===== config.mk =====
export PLATFORM = sky130hd
export DESIGN_NAME = mc_sequencer
export DESIGN_NICKNAME = d
export VERILOG_FILES = /design/src/rtl/mc_pkg.sv /design/src/rtl/mc_class_dec.sv /design/src/rtl/mc_sequencer.sv
export SDC_FILE = /design/constraint.sdc
export NUM_CORES = 1
export LEC_CHECK = 0
export CAP_MARGIN = 5
export CORE_MARGIN = 2
export CORE_UTILIZATION = 41
export DETAILED_ROUTE_END_ITERATION = 12
export PLACE_DENSITY = 0.7
export SLEW_MARGIN = 0
export SYNTH_ARGS = -nofsm -noshare
export SYNTH_HDL_FRONTEND = slang
export SYNTH_HIERARCHICAL = 1
export SYNTH_SLANG_ARGS = --single-unit

===== constraint.sdc =====
create_clock -name clk -period 4.9 [get_ports clk]
set_input_delay 0.98 -clock clk [delete_from_list [all_inputs] [get_ports clk]]
set_output_delay 0.98 -clock clk [all_outputs]
set_load 0.05 [all_outputs]

===== src/rtl/mc_pkg.sv =====
// mc_pkg: shared definitions for the multi-cycle control sequencer.
// State encodings, instruction classes, opcode/func constants and
// PC source codes used by mc_class_dec and mc_sequencer.
package mc_pkg;

  // Sequencer states; the numeric values are visible on the debug port.
  typedef enum logic [2:0] {
    S_IF   = 3'd0,
    S_ID   = 3'd1,
    S_EXE  = 3'd2,
    S_MEM  = 3'd3,
    S_WB   = 3'd4,
    S_HALT = 3'd5
  } state_e;

  // Instruction classes. NOP only exists as the reset value of the class register.
  typedef enum logic [3:0] {
    CLS_R       = 4'd0,
    CLS_IALU    = 4'd1,
    CLS_LOAD    = 4'd2,
    CLS_STORE   = 4'd3,
    CLS_BEQ     = 4'd4,
    CLS_BNE     = 4'd5,
    CLS_J       = 4'd6,
    CLS_JAL     = 4'd7,
    CLS_JR      = 4'd8,
    CLS_ILLEGAL = 4'd9,
    CLS_NOP     = 4'd10
  } cls_e;

  // Opcode field values (IR[31:26]).
  localparam logic [5:0] OP_RTYPE = 6'h00;
  localparam logic [5:0] OP_J     = 6'h02;
  localparam logic [5:0] OP_JAL   = 6'h03;
  localparam logic [5:0] OP_BEQ   = 6'h04;
  localparam logic [5:0] OP_BNE   = 6'h05;
  localparam logic [5:0] OP_LW    = 6'h23;
  localparam logic [5:0] OP_SW    = 6'h2B;

  // Function field value (IR[5:0]) that turns an R-type into jr.
  localparam logic [5:0] FUNC_JR  = 6'h08;

  // PC source select codes.
  localparam logic [1:0] PCSRC_PC4 = 2'b00;
  localparam logic [1:0] PCSRC_BR  = 2'b01;
  localparam logic [1:0] PCSRC_JMP = 2'b10;
  localparam logic [1:0] PCSRC_RS  = 2'b11;

  // Immediate ALU ops occupy opcodes 0x08..0x0F, i.e. the 001xxx block.
  function automatic logic is_ialu(input logic [5:0] op);
    return (op[5:3] == 3'b001);
  endfunction

endpackage


===== src/rtl/mc_class_dec.sv =====
// mc_class_dec: purely combinational op/func -> instruction class decoder.
// Anything not recognised is reported as CLS_ILLEGAL.
module mc_class_dec
  import mc_pkg::*;
(
  input  logic [5:0] op_i,
  input  logic [5:0] func_i,
  output cls_e       cls_o
);

  // Map the IR opcode (and func for op=0) onto an instruction class.
  always_comb begin
    cls_o = CLS_ILLEGAL;
    if (op_i == OP_RTYPE) begin
      cls_o = (func_i == FUNC_JR) ? CLS_JR : CLS_R;
    end else if (is_ialu(op_i)) begin
      cls_o = CLS_IALU;
    end else begin
      case (op_i)
        OP_LW:   cls_o = CLS_LOAD;
        OP_SW:   cls_o = CLS_STORE;
        OP_BEQ:  cls_o = CLS_BEQ;
        OP_BNE:  cls_o = CLS_BNE;
        OP_J:    cls_o = CLS_J;
        OP_JAL:  cls_o = CLS_JAL;
        default: cls_o = CLS_ILLEGAL;
      endcase
    end
  end

endmodule


===== src/rtl/mc_sequencer.sv =====
// mc_sequencer: multi-cycle IF/ID/EXE/MEM/WB control for the MIPS core.
// Owns the timing of every architectural write (IR, PC, register file,
// memory) and counts retired instructions.
//
// Build option: ILLEGAL_TRAP_EN. When defined, an illegal opcode traps into
// HALT (halt=1, all enables 0 until rst). When undefined, an illegal opcode
// retires as a 2-cycle NOP and halt is constant 0.
//
// Memory handshake: the sequencer raises mem_rd (or mem_wr) together with
// iord and holds them unchanged every cycle until the memory answers with
// mem_rdy=1; the access completes in the cycle where both request and
// mem_rdy are high. mem_rdy outside IF/MEM is ignored.
module mc_sequencer
  import mc_pkg::*;
#(
  parameter int CNT_W = 32
) (
  input  logic             clk,
  input  logic             rst,
  input  logic [5:0]       op,
  input  logic [5:0]       func,
  input  logic             zero,
  input  logic             mem_rdy,
  output logic             ir_wr,
  output logic             pc_wr,
  output logic [1:0]       pc_src,
  output logic             iord,
  output logic             mem_rd,
  output logic             mem_wr,
  output logic             reg_wr,
  output logic             mem_to_reg,
  output logic             link,
  output logic             instr_done,
  output logic             halt,
  output logic [2:0]       state,
  output logic [CNT_W-1:0] instr_cnt
);

  state_e           state_q, state_d;
  cls_e             cls_q, cls_d;
  cls_e             dec_cls;
  logic [CNT_W-1:0] cnt_q, cnt_d;

  // The IR is valid from ID onwards; the class is captured at the end of ID.
  mc_class_dec u_class_dec (
    .op_i   (op),
    .func_i (func),
    .cls_o  (dec_cls)
  );

  // State register, captured class and retire counter.
  always_ff @(posedge clk) begin
    if (rst) begin
      state_q <= S_IF;
      cls_q   <= CLS_NOP;
      cnt_q   <= '0;
    end else begin
      state_q <= state_d;
      cls_q   <= cls_d;
      cnt_q   <= cnt_d;
    end
  end

  // Next-state, class capture and counter update.
  always_comb begin
    state_d = state_q;
    cls_d   = cls_q;
    cnt_d   = cnt_q;
    case (state_q)
      S_IF: begin
        if (mem_rdy) state_d = S_ID;
      end
      S_ID: begin
        cls_d = dec_cls;
        case (dec_cls)
          CLS_J, CLS_JAL: state_d = S_IF;
          CLS_ILLEGAL: begin
`ifdef ILLEGAL_TRAP_EN
            state_d = S_HALT;
`else
            state_d = S_IF;
`endif
          end
          default: state_d = S_EXE;
        endcase
      end
      S_EXE: begin
        case (cls_q)
          CLS_R, CLS_IALU:       state_d = S_WB;
          CLS_LOAD, CLS_STORE:   state_d = S_MEM;
          default:               state_d = S_IF;
        endcase
      end
      S_MEM: begin
        if (mem_rdy) state_d = (cls_q == CLS_LOAD) ? S_WB : S_IF;
      end
      S_WB: state_d = S_IF;
      S_HALT: begin
`ifdef ILLEGAL_TRAP_EN
        state_d = S_HALT;
`else
        state_d = S_IF;
`endif
      end
      default: state_d = S_IF;
    endcase
    // The counter advances on the same edge that ends the retiring cycle.
    if (instr_done) cnt_d = cnt_q + CNT_W'(1);
  end

  // Output decode from state/class/zero (plus mem_rdy in IF/MEM); all quiet in reset.
  always_comb begin
    ir_wr      = 1'b0;
    pc_wr      = 1'b0;
    pc_src     = PCSRC_PC4;
    iord       = 1'b0;
    mem_rd     = 1'b0;
    mem_wr     = 1'b0;
    reg_wr     = 1'b0;
    mem_to_reg = 1'b0;
    link       = 1'b0;
    instr_done = 1'b0;
    halt       = 1'b0;
    if (!rst) begin
      case (state_q)
        S_IF: begin
          mem_rd = 1'b1;
          iord   = 1'b0;
          if (mem_rdy) begin
            ir_wr  = 1'b1;
            pc_wr  = 1'b1;
            pc_src = PCSRC_PC4;
          end
        end
        S_ID: begin
          case (dec_cls)
            CLS_J: begin
              pc_wr      = 1'b1;
              pc_src     = PCSRC_JMP;
              instr_done = 1'b1;
            end
            CLS_JAL: begin
              pc_wr      = 1'b1;
              pc_src     = PCSRC_JMP;
              reg_wr     = 1'b1;
              link       = 1'b1;
              instr_done = 1'b1;
            end
            CLS_ILLEGAL: begin
`ifndef ILLEGAL_TRAP_EN
              // PC already advanced in IF, so retiring here is a plain NOP.
              instr_done = 1'b1;
`endif
            end
            default: ;
          endcase
        end
        S_EXE: begin
          case (cls_q)
            CLS_BEQ: begin
              pc_wr      = zero;
              pc_src     = PCSRC_BR;
              instr_done = 1'b1;
            end
            CLS_BNE: begin
              pc_wr      = !zero;
              pc_src     = PCSRC_BR;
              instr_done = 1'b1;
            end
            CLS_JR: begin
              pc_wr      = 1'b1;
              pc_src     = PCSRC_RS;
              instr_done = 1'b1;
            end
            default: ;
          endcase
        end
        S_MEM: begin
          iord = 1'b1;
          if (cls_q == CLS_LOAD) mem_rd = 1'b1;
          if (cls_q == CLS_STORE) begin
            mem_wr     = 1'b1;
            instr_done = mem_rdy;
          end
        end
        S_WB: begin
          reg_wr     = 1'b1;
          mem_to_reg = (cls_q == CLS_LOAD);
          instr_done = 1'b1;
        end
        S_HALT: begin
`ifdef ILLEGAL_TRAP_EN
          halt = 1'b1;
`endif
        end
        default: ;
      endcase
    end
  end

  assign state     = state_q;
  assign instr_cnt = cnt_q;

endmodule


After elaboration in Yosys (flattened, before gate mapping)
Cells that the tools add are included.
{ "word_totals": {"register_bits": 39, "elab_cells": 79, "output_inout_bits": 47} }
{ "classes": {"muxes": 41, "n_eq_ne": 23, "n_reduce_logical": 11, "addsub": 1} }
{ "ops": {"columns": ["op", "count"], "rows": [
  ["$add A32 B1 Y32 const B", 1],
  ["$pmux W4 S6", 1],
  ["$mux W1", 22],
  ["$eq A4 B3 Y1 const B", 4],
  ["$eq A6 B2 Y1 const B", 2],
  ["$eq A6 B3 Y1 const B", 2],
  ["$eq A6 B6 Y1 const B", 2],
  ["$mux W4", 3],
  ["$pmux W3 S4", 1],
  ["$mux W3", 3],
  ["$eq A4 B2 Y1 const B", 2],
  ["$eq A4 B4 Y1 const B", 2],
  ["$pmux W2 S2", 2],
  ["$reduce_or A2 Y1", 4],
  ["$eq A3 B1 Y1 const B", 2],
  ["$eq A3 B2 Y1 const B", 2],
  ["$eq A6 B4 Y1 const B", 1],
  ["$logic_not A6 Y1", 1],
  ["$mux W2", 3],
  ["$pmux W1 S3", 2],
  ["$pmux W3 S2", 1],
  ["$reduce_or A3 Y1", 2],
  ["$eq A4 B1 Y1 const B", 1],
  ["$logic_not A4 Y1", 1],
  ["other kinds (7)", 9]
]} }

Longest topological paths before layout
{ "logic_depth": {"ltp_word": 9, "depth_mapped": 10} }

Hierarchy
Netlist, hierarchy kept.
{ "modules_own_cells": {"columns": ["mod", "cells_each", "area_per_inst_um2", "n_inst", "seq_area_each_um2"], "rows": [
  ["mc_sequencer", 259, 2164.6, 1, 780.7],
  ["mc_class_dec", 20, 131.4, 1, 0.0]
]} }

Least setup slack after synthesis
Ideal clock, no wire load.
{ "synth_timing": {"path_type": "input-to-output", "start": "input port func[0]", "end": "output port instr_done", "stages": 8, "t_required_ns": 3.920, "arrival_ns": 3.141, "slack_ns": 0.779, "path_buffers": 1, "cell_sequence": "nor4b_1 -> nand4_1 -> nand3_1 -> or4bb_1 -> a21boi_4 -> nor4_1 -> buf_2 -> nor2_1"} }
{ "synth_via": {"elab_chain_len": 8, "word_cells_on_any_way": 10, "cone_classes": "eq/ne: 4; mux: 5; reduce/logical: 1"} }
{ "synth_lines": {"columns": ["item", "line_no", "text"], "rows": [
  ["start, declared", "mc_sequencer.sv:21", "input logic [5:0] func,"],
  ["$eq A6 B4 Y1 (*)", "mc_class_dec.sv:15", "cls_o = (func_i == FUNC_JR) ? CLS_JR : CLS_R;"],
  ["$mux W4 (*)", "mc_class_dec.sv:15", null],
  ["$mux W4 (*)", "mc_class_dec.sv:14", "if (op_i == OP_RTYPE) begin"],
  ["named net dec_cls[3]", "mc_sequencer.sv:41", "cls_e dec_cls;"],
  ["$eq A4 B4 Y1 or $eq A4 B3 Y1 (tied branches)", "mc_sequencer.sv:136", "case (dec_cls)"],
  ["$reduce_or A3 Y1 (no line) (*)", null, null],
  ["$mux W1 (*)", "mc_sequencer.sv:136", null],
  ["$pmux W1 S4 (*)", "mc_sequencer.sv:125", "case (state_q)"],
  ["$mux W1 (*)", "mc_sequencer.sv:124", "if (!rst) begin"],
  ["end, declared", "mc_sequencer.sv:33", "output logic instr_done,"]
]} }
The timed path passes the listed nets; every way through them passes the cells marked *.

Worst setup path in the final report
{ "layout_timing": {"start": "input port op[5]", "end": "output port instr_done"} }
{ "layout_via": {"elab_chain_len": 9, "word_cells_on_any_way": 18, "cone_classes": "eq/ne: 10; mux: 6; reduce/logical: 2"} }
{ "layout_lines": {"columns": ["item", "line_no", "text"], "rows": [
  ["start, declared", "mc_sequencer.sv:20", "input logic [5:0] op,"],
  ["$eq A6 B2 Y1 (tied with other cells)", "mc_class_dec.sv:19", "case (op_i)"],
  ["$pmux W4 S6", "mc_class_dec.sv:19", null],
  ["$mux W4", "mc_class_dec.sv:16", "end else if (is_ialu(op_i)) begin"],
  ["$mux W4 (*)", "mc_class_dec.sv:14", null],
  ["named net dec_cls[3]", "mc_sequencer.sv:41", null],
  ["$eq A4 B4 Y1 or $eq A4 B3 Y1 (tied branches)", "mc_sequencer.sv:136", null],
  ["$reduce_or A3 Y1 (no line) (*)", null, null],
  ["$mux W1 (*)", "mc_sequencer.sv:136", null],
  ["$pmux W1 S4 (*)", "mc_sequencer.sv:125", null],
  ["$mux W1 (*)", "mc_sequencer.sv:124", null]
]} }
Marked as above.

==> reports/metrics.cfg <==
[outcome]
run_status=finished clean

[timing]
tightest_slew_ns=1.10
period_share=0.862
drv_slew=0
final.setup_skew_ns=0.00550
fin_setup_tns_ns=0
min_period_ns=4.22
finalSetupViolations=0
maxSlewHeadroom=0.255
fmax_mhz=237
hold_viol=0
rsz0062_at_grt=false

[floorplanning]
die_height_um=78.8
start_util=0.420
rows=27
dieArea_um2=6210
core-area_um2=5470
fp.dieW_um=78.8
ios=63

[clock_network]
path_clk_slew_ns=0.07
cts_buffer_depth=2
clk_latency_ns=0.29
cts-root-buf=clkbuf_8
hold_buffers=0
cts_tree=yes
cts_setup_buffers=0
cts_buffers=5
htreeDepth=2
cts.sinks=39
cts_resized=0

[pwr]
switchingPower_uw=166
p_leak_nw=1.02
switching_share=0.255
pwr-share-comb=0.132
p_per_area_nw_per_um2=214
finalPower_uw=653
irDropWorstVdd_uv=147
p_int_uw=486
clockPowerShare=0.366
sequentialPowerShare=0.503

[final_layout]
num_antenna_cells=0
drive_gt1_frac=0.106
nets=356
final_cell_area_um2=3050
synthToLayoutAreaGrowth_pct=32.6
fin_util=0.556

[logic_synthesis]
syn_avg_cell_area_um2=8.23
synth.area.top_cells=dfxtp_1 (34%), a21oi_1 (5.9%), or4_1 (4.3%)
synth_commonest_cells=dfxtp_1 (39), a21oi_1 (27), nor2_1 (22), o21ai_0 (19), nand2_1 (17)
synthMostInstantiatedCell=dfxtp_1
yosysWarningCount=6
synth_nets=296
synth_cell_types=53
synth_top_area_frac=0.340
synth_flop_cell=dfxtp_1
synth_edf_count=0
syn_inst=279
syn-cell-area_um2=2300
synth_top_area_cell=dfxtp_1
ys_seq_elements=39
seq_area_frac_synth=0.340
async_reset_ff_frac=0

[detailed_routing]
drt-initial-drc-count=69
wl_met2_um=2590
drc_errors=0
viasPerCell=5.61
top_layer_used=met4
wl_per_cell_um=13.7
drt_wl_total_um=5650
drt_pre_antenna_iters=4
via_count=2312
routedLengthMet1_um=2670
wl_met3_um=345
ant_nets=0

[worst_setup_path]
cp-start-kind=input pin
r2r.worst_path.cells=6
slowest_stage=or4bb_1
crit_path_max_incr_delay_ns=0.56
critPathMaxFanout=6
crit_cells=9
cp_cell_sequence=clkdlybuf4s50_1, nor3_1, nand4_1, nand3_1, or4bb_1, a21boi_4, nor4_1, nor2_1, buf_4
critical_path_required_ns=3.92
crit_family=simple AND/OR/NAND/NOR gates
critPathCaptureType=output port
critPathBufInv=2
path_class=in -> out
worstPathArrival_ns=3.24

[global_routing]
grt_antenna_before_repair=0
grt_max_degree=35
groute.usage.overall=0.185
grt_pass1_vias=2117
grt_pass1_wl_um=9520
overflow=0

[min_path]
hold_path_class=reg -> reg
hold_path_depth=2

[place]
dpl.hpwl_um=4040
place_congestion=0.834
dpl_cell_area_um2=2950
io_buffers=61

[job]
cap_violations=0

-- worst reg2reg max path: stages (launching register included) --
cell and delay, ns:
dfxtp_1 0.57, nor3b_2 0.54, a21boi_4 0.33, nor4_1 0.10
buf_4 0.19, nor4bb_1 0.32, mux2_2 0.37
-- cell usage in the layout (no fill, tap or decap), types with 9 or more instances in the layout --
cell              n
or4_1            13
nor2b_1           9
or3_1            15
nand3_1          10
nor2_1           22
a21oi_1          27
o31ai_1          11
o21ai_0          19
nand2_1          17
buf_4            11
dfxtp_1          39
clkdlybuf4s50_1  54
-- worst paths after layout --
check	startpoint	end	slack [ns]
setup / recovery	op[5]	instr_done	0.68
hold / removal	instr_cnt[31]	instr_cnt[31]	0.50
setup reg to reg	state[0]	instr_cnt[29]	2.39
hold reg to reg	instr_cnt[31]	instr_cnt[31]	0.50
-- through the flow --
stage / hold WS, ns / cells / setup slack (ns)
finish: 0.496 / 412 / 0.678
CTS: 0.501 / 412 / 0.645
global placement: 0.477 / 404 / 0.690
global route: 0.550 / 412 / 0.479
floorplan: 0.534 / 279 / 0.779
detailed placement: 0.491 / 404 / 0.657
-- layout make-up --
| type | instances | area (um2) |
|---|---|---|
| fillers | 525 | 2430 |
| multi-input cells | 221 | 1430 |
| flip-flops and latches | 39 | 781 |
| repair buffers | 65 | 623 |
| clock buffers | 8 | 100 |
| well taps | 72 | 90.1 |
| inverters | 7 | 26.3 |
-- cells by family after synthesis --
logic type / count (synthesis) / share of synthesized area
other: 1 / 0.00163
multiplexers: 6 / 0.0278
XOR/XNOR: 4 / 0.0153
AND/OR/NAND/NOR: 137 / 0.361
flip-flops: 39 / 0.340
AO/OA/AOI/OAI: 72 / 0.209
adder cells (fa/ha/maj): 1 / 0.00545
buffers and inverters: 19 / 0.0392
-- metal layers --
layer / track usage / vias up
li1: - / 1164
met3: 0.0455 / 7
met1: 0.246 / 1073
met5: 0 / -
met4: 0.0500 / 0
met2: 0.301 / 68
-- registers in the layout (all words and copies together) (netlist names) --
signal	cells
cls_q	4
instr_cnt	32
state	3
-- power groups by stage --
stage	Sequential (mW)	Combinational (mW)	Clock, mW
6_report	0.328	0.0860	0.239
4_1_cts	0.328	0.0862	0.244
5_1_grt	0.329	0.0929	0.254
3_3_place_gp	0.335	0.0845	0
2_1_floorplan	0.339	0.0505	0
3_5_place_dp	0.335	0.0859	0
Power figures use the tool's default switching activity.
